--- src/rtl/exu_writeback.sv ---
// Register-file writeback arbiter: merges single-cycle ALU/BJP/CSR results with one outstanding MULDIV/MEM result.
// Optional build macro WB_SKID_BUF_EN: scoreboard stall plus skid buffer and DRAIN state; undefined gives a blocking stall.
module exu_writeback (
    input  logic        clk,
    input  logic        rst_n,
    input  logic        alu_we_i,
    input  logic [4:0]  alu_waddr_i,
    input  logic [31:0] alu_wdata_i,
    input  logic        long_start_i,
    input  logic        long_we_i,
    input  logic [4:0]  long_waddr_i,
    input  logic        long_valid_i,
    input  logic [31:0] long_wdata_i,
    input  logic [4:0]  dec_rs1_i,
    input  logic [4:0]  dec_rs2_i,
    input  logic [4:0]  dec_rd_i,
    input  logic        dec_long_i,
    output logic        reg_we_o,
    output logic [4:0]  reg_waddr_o,
    output logic [31:0] reg_wdata_o,
    output logic        hold_o,
    output logic        busy_o,
    output logic        spurious_o
);

    typedef enum logic [1:0] {
        IDLE  = 2'd0,
        WAIT  = 2'd1,
        DRAIN = 2'd2
    } state_e;

    state_e      state_q, state_d;
    logic        pend_we_q, pend_we_d;
    logic [4:0]  pend_rd_q, pend_rd_d;

`ifdef WB_SKID_BUF_EN
    logic        skid_vld_q, skid_vld_d;
    logic [4:0]  skid_addr_q, skid_addr_d;
    logic [31:0] skid_data_q, skid_data_d;
`endif

    logic        long_fire;
    logic        wr_en;
    logic [4:0]  wr_addr;
    logic [31:0] wr_data;
    logic        hold_raw;

    assign long_fire = (state_q == WAIT) && long_valid_i;

    // Next-state and pending/skid bookkeeping
    always_comb begin
        state_d   = state_q;
        pend_we_d = pend_we_q;
        pend_rd_d = pend_rd_q;
`ifdef WB_SKID_BUF_EN
        skid_vld_d  = skid_vld_q;
        skid_addr_d = skid_addr_q;
        skid_data_d = skid_data_q;
`endif
        case (state_q)
            IDLE: begin
                if (long_start_i) begin
                    state_d   = WAIT;
                    pend_we_d = long_we_i;
                    pend_rd_d = long_waddr_i;
                end
            end
            WAIT: begin
                if (long_valid_i) begin
                    pend_we_d = 1'b0;
                    state_d   = IDLE;
`ifdef WB_SKID_BUF_EN
                    // ALU owns the write port this cycle; park the long result
                    if (alu_we_i) begin
                        state_d     = DRAIN;
                        skid_vld_d  = pend_we_q;
                        skid_addr_d = pend_rd_q;
                        skid_data_d = long_wdata_i;
                    end
`endif
                end
            end
`ifdef WB_SKID_BUF_EN
            DRAIN: begin
                state_d    = IDLE;
                skid_vld_d = 1'b0;
            end
`endif
            default: state_d = IDLE;
        endcase
    end

    always_ff @(posedge clk or negedge rst_n) begin
        if (!rst_n) begin
            state_q   <= IDLE;
            pend_we_q <= 1'b0;
            pend_rd_q <= '0;
`ifdef WB_SKID_BUF_EN
            skid_vld_q  <= 1'b0;
            skid_addr_q <= '0;
            skid_data_q <= '0;
`endif
        end else begin
            state_q   <= state_d;
            pend_we_q <= pend_we_d;
            pend_rd_q <= pend_rd_d;
`ifdef WB_SKID_BUF_EN
            skid_vld_q  <= skid_vld_d;
            skid_addr_q <= skid_addr_d;
            skid_data_q <= skid_data_d;
`endif
        end
    end

    // Write-port arbitration: skid drain, then ALU, then long result
    always_comb begin
        wr_en   = alu_we_i;
        wr_addr = alu_waddr_i;
        wr_data = alu_wdata_i;
        if (!alu_we_i && long_fire) begin
            wr_en   = pend_we_q;
            wr_addr = pend_rd_q;
            wr_data = long_wdata_i;
        end
`ifdef WB_SKID_BUF_EN
        if (state_q == DRAIN) begin
            wr_en   = skid_vld_q;
            wr_addr = skid_addr_q;
            wr_data = skid_data_q;
        end
`endif
    end

    always_comb begin
        hold_raw = 1'b0;
        case (state_q)
            WAIT: begin
`ifdef WB_SKID_BUF_EN
                hold_raw = ((pend_rd_q != 5'd0) &&
                            ((pend_rd_q == dec_rs1_i) ||
                             (pend_rd_q == dec_rs2_i) ||
                             (pend_rd_q == dec_rd_i))) || dec_long_i;
`else
                hold_raw = 1'b1;
`endif
            end
            DRAIN:   hold_raw = 1'b1;
            default: hold_raw = 1'b0;
        endcase
    end

`ifndef WB_SKID_BUF_EN
    logic unused_dec;
    assign unused_dec = ^{dec_rs1_i, dec_rs2_i, dec_rd_i, dec_long_i};
`endif

    // Outputs are forced low for the whole reset window, including pass-through paths
    assign reg_we_o    = rst_n && wr_en && (wr_addr != 5'd0);
    assign reg_waddr_o = rst_n ? wr_addr : '0;
    assign reg_wdata_o = rst_n ? wr_data : '0;
    assign hold_o      = rst_n && hold_raw;
    assign busy_o      = rst_n && (((state_q == WAIT) && !long_valid_i) || (state_q == DRAIN));
    assign spurious_o  = rst_n && long_valid_i && (state_q != WAIT);

endmodule

--- config.mk ---
export PLATFORM = sky130hd
export DESIGN_NAME = exu_writeback
export DESIGN_NICKNAME = d
export VERILOG_FILES = /design/src/rtl/exu_writeback.sv
export SDC_FILE = /design/constraint.sdc
export NUM_CORES = 1
export LEC_CHECK = 0
export BUFFER_PORTS_ARGS = -buffer_cell sky130_fd_sc_hd__buf_2
export CAP_MARGIN = 40
export CORE_ASPECT_RATIO = 1.5
export CORE_MARGIN = 3
export CORE_UTILIZATION = 33
export CTS_BUF_LIST = sky130_fd_sc_hd__clkbuf_16
export CTS_CLUSTER_DIAMETER = 150
export DETAILED_ROUTE_END_ITERATION = 12
export PLACE_DENSITY = 0.9
export SETUP_SLACK_MARGIN = 0.3
export SLEW_MARGIN = 20
export SYNTH_ARGS = -nofsm -noshare
export SYNTH_HDL_FRONTEND = slang
export SYNTH_SLANG_ARGS = --single-unit
--- constraint.sdc ---
create_clock -name clk -period 2 [get_ports clk]
set_clock_uncertainty 0.15 [all_clocks]
set_input_delay 0.1 -clock clk [delete_from_list [all_inputs] [get_ports clk]]
set_output_delay 0.1 -clock clk [all_outputs]
set_load 0.05 [all_outputs]
==> flow_summary.json <==
{
  "status": "finished clean",
  "rsz0062_at_grt": "yes",
  "placementRows": 23,
  "p_leak_nw": 1.23,
  "grt_max_degree": 24,
  "worst_slew_margin_rel": 0.745,
  "hp-class": "in2reg",
  "setup_total_negative_slack_ps": 0,
  "grt_use_total": 0.255,
  "finalHoldViolations": 0,
  "dr.first_iter.drc_count": 87,
  "yosys_warnings": 0,
  "ant_nets": 0,
  "post_detailed_route_via_to_cell_ratio": 5.43,
  "yosys-top-cells-area": "sky130_fd_sc_hd__nand2_1, sky130_fd_sc_hd__dfrtp_1, sky130_fd_sc_hd__a21boi_1, sky130_fd_sc_hd__a21boi_0, sky130_fd_sc_hd__mux2_2",
  "drt-total-wl_mm": 6.27,
  "antenna-diode-count": 0,
  "synth_largest_area_cell": "sky130_fd_sc_hd__nand2_1",
  "floorplan.core_area_sq_mm": 0.00276,
  "global_route.overflow_total": 0,
  "grt_pass1_vias": 1583,
  "drv.max_cap_violation_count": 0,
  "gp_congestion": 0.750,
  "area_growth_pct": 134,
  "synth.distinct_cells": 23,
  "hold_path_depth": 3,
  "setup_violations": 0,
  "syn-cell-area_sq_um": 988,
  "postSynthNetCount": 248,
  "tritoncts_clock_tree": "yes",
  "initial_utilization": 0.358,
  "root_cell_of_the_clock_tree": "sky130_fd_sc_hd__clkbuf_16",
  "detailroute.via_count": 1728,
  "vdd_ir_drop_max_v": 0.000746,
  "crit_path_max_fanout": 2,
  "multiInputGateArea_sq_um": 963,
  "placement.io_buffers": 120,
  "timing.final.crit_period_ps": 1880,
  "synthCells": 152,
  "min-delay-start": "long_we_i",
  "synth-seq-cells": 7,
  "worst_pin_slew_ps": 381,
  "worst_setup_path_end_kind": "output pin",
  "clkSlewWorstSetupHoldPaths_ps": 40,
  "final.fill_count": 164,
  "timing.final.ws_setup_ps": 117,
  "hpwl_mm": 3.05,
  "dpl_worst_slack_ps": 281,
  "clock_latency_ps": 230,
  "die-height_um": 73.0,
  "die_width_um": 50.7,
  "first_pass_iters": 4,
  "reg2reg_to": "pend_rd_q[2]",
  "final_layout_size_suffix_gt1_frac": 0.690,
  "finalCritPeriodShare": 0.941,
  "power-per-cell-area_mw_per_mm2": 559,
  "timing.critical_path.arrival_ps": 1630,
  "critical_path_launch_point_type": "register",
  "synth_enable_flop_cells": 0,
  "die-area_sq_mm": 0.00370,
  "remaining_drc_errors": 0,
  "fmax_mhz": 531,
  "r2r_setup_slack_ps": 410,
  "wire_length_of_the_first_global_routing_pass_mm": 7.36,
  "ys.flop_type": "sky130_fd_sc_hd__dfrtp_1",
  "post-synth-top-count-cell": "sky130_fd_sc_hd__nand2_1",
  "wire_per_inst_um": 19.7,
  "crit-reg2reg-launch": "state_q[0]",
  "final_max_slew_viol_count": 0,
  "ctsLongestPathBuffers": 2,
  "fin_nets": 378,
  "clkSinkCount": 7,
  "ioPinCount": 137,
  "post_synth.cell_area_avg_sq_um": 6.50,
  "post_synth_arst_share": 1.00,
  "synth_sequential_area_ratio": 0.177,
  "area_used_by_sequential_logic_in_the_layout_sq_um": 176,
  "holdPathEnd": "pend_we_q",
  "criticalPathCategory": "reg2out",
  "synth_commonest_cells": "sky130_fd_sc_hd__nand2_1, sky130_fd_sc_hd__a21boi_1, sky130_fd_sc_hd__a21boi_0",
  "synth_top_area_share": 0.285,
  "cts_made_buffers": 3,
  "ff2ff_path_depth": 3,
  "cts.htree.levels": 1,
  "cp.required_ps": 1750,
  "grt_antenna_before_repair": 0
}
[worst max path at each step]
stage                 startpoint               to  slack [ps]  cells after the start
floorplan             state_q[0]  reg_wdata_o[10]         110                      5
global route        pend_rd_q[4]         reg_we_o         110                      4
detailed placement    state_q[0]  reg_wdata_o[23]         280                      5
CTS                 pend_rd_q[4]         reg_we_o         170                      4
finish              pend_rd_q[4]         reg_we_o         120                      4
global placement      state_q[0]  reg_wdata_o[23]         310                      5
[registers in the layout (all words and copies together) (netlist names)]
| register | cells |
|---|---|
| pend_rd_q | 5 |
| pend_we_q | 1 |
| state_q | 1 |
[final cells by class]
type,count,share of cell area
repair buffers,138,0.450
flip-flops and latches,7,0.0764
well taps,37,0.0201
multi-input cells,131,0.417
clock inverters,1,0.00163
clock buffers,3,0.0325
inverters,1,0.00163
[where the power goes]
group / internal [mW] / switching (mW)
clock: 0.260 / 0.0763
sequential: 0.173 / 0.0372
combinational: 0.303 / 0.442
total: 0.735 / 0.555
[worst max-delay path, stage by stage, from the launching register on]
cell and delay (ps):
sky130_fd_sc_hd__dfrtp_1 390, sky130_fd_sc_hd__or4_4 550, sky130_fd_sc_hd__o2111ai_2 190, sky130_fd_sc_hd__nand2_1 110
sky130_fd_sc_hd__buf_6 170
[layer usage]
| metal | global-route usage | wire (um) |
|---|---|---|
| met1 | 0.284 | 2050 |
| met2 | 0.485 | 3400 |
| met3 | 0.0573 | 647 |
| met4 | 0.0479 | 163 |
| met5 | 0 | 0 |
[logic make-up (layout without fill, tap and decap cells)]
group	count (synthesis)	in the layout	share of synthesized area
compound gates	41	41	0.310
buf+inv	14	143	0.0937
flops	7	7	0.177
mux	6	6	0.0671
simple gates	84	84	0.352
[layout by cell type (no fill, tap or decap)]
master,count
sky130_fd_sc_hd__and3b_2,1
sky130_fd_sc_hd__dfrtp_2,1
sky130_fd_sc_hd__or4_1,1
sky130_fd_sc_hd__o211ai_1,1
sky130_fd_sc_hd__inv_1,2
sky130_fd_sc_hd__clkbuf_16,4
sky130_fd_sc_hd__buf_4,6
sky130_fd_sc_hd__mux2i_1,1
sky130_fd_sc_hd__dlygate4sd3_1,8
sky130_fd_sc_hd__o21ai_0,1
sky130_fd_sc_hd__and3_1,1
sky130_fd_sc_hd__buf_12,2
sky130_fd_sc_hd__nand2_4,11
sky130_fd_sc_hd__a21boi_2,37
sky130_fd_sc_hd__nor3b_2,1
sky130_fd_sc_hd__nor2b_2,1
sky130_fd_sc_hd__or4_4,1
sky130_fd_sc_hd__dfrtp_1,6
sky130_fd_sc_hd__nand2_1,63
sky130_fd_sc_hd__a21o_1,1
sky130_fd_sc_hd__nand2_2,1
sky130_fd_sc_hd__buf_2,82
sky130_fd_sc_hd__nand3_1,1
sky130_fd_sc_hd__and2_1,1
sky130_fd_sc_hd__nand3b_2,1
sky130_fd_sc_hd__o2111ai_2,1
sky130_fd_sc_hd__mux2_2,5
sky130_fd_sc_hd__buf_6,39
[per-stage QoR]
stage               cell area, sq um  power (mW)  cells   util  hold WS, ps
floorplan                       1130       0.600    152      -         -346
detailed placement              1730       0.751    302  0.627         -161
global placement                1730       0.739    302  0.627         -159
CTS                             2050        1.17    317  0.740         67.4
global route                    2310        1.33    318  0.836          145
finish                          2310        1.29    318  0.836          146
[repair_timing]
action                                  in CTS  in global routing
endpoints found under the setup margin      38                 43
setup buffers                                3                  0
resized for setup                           48                 64
gates cloned                                 0                  1
hold endpoints to repair                    12                  0
hold buffers                                 8                  0
pin swaps                                    3                 25
(Power assumes the default switching activity.)
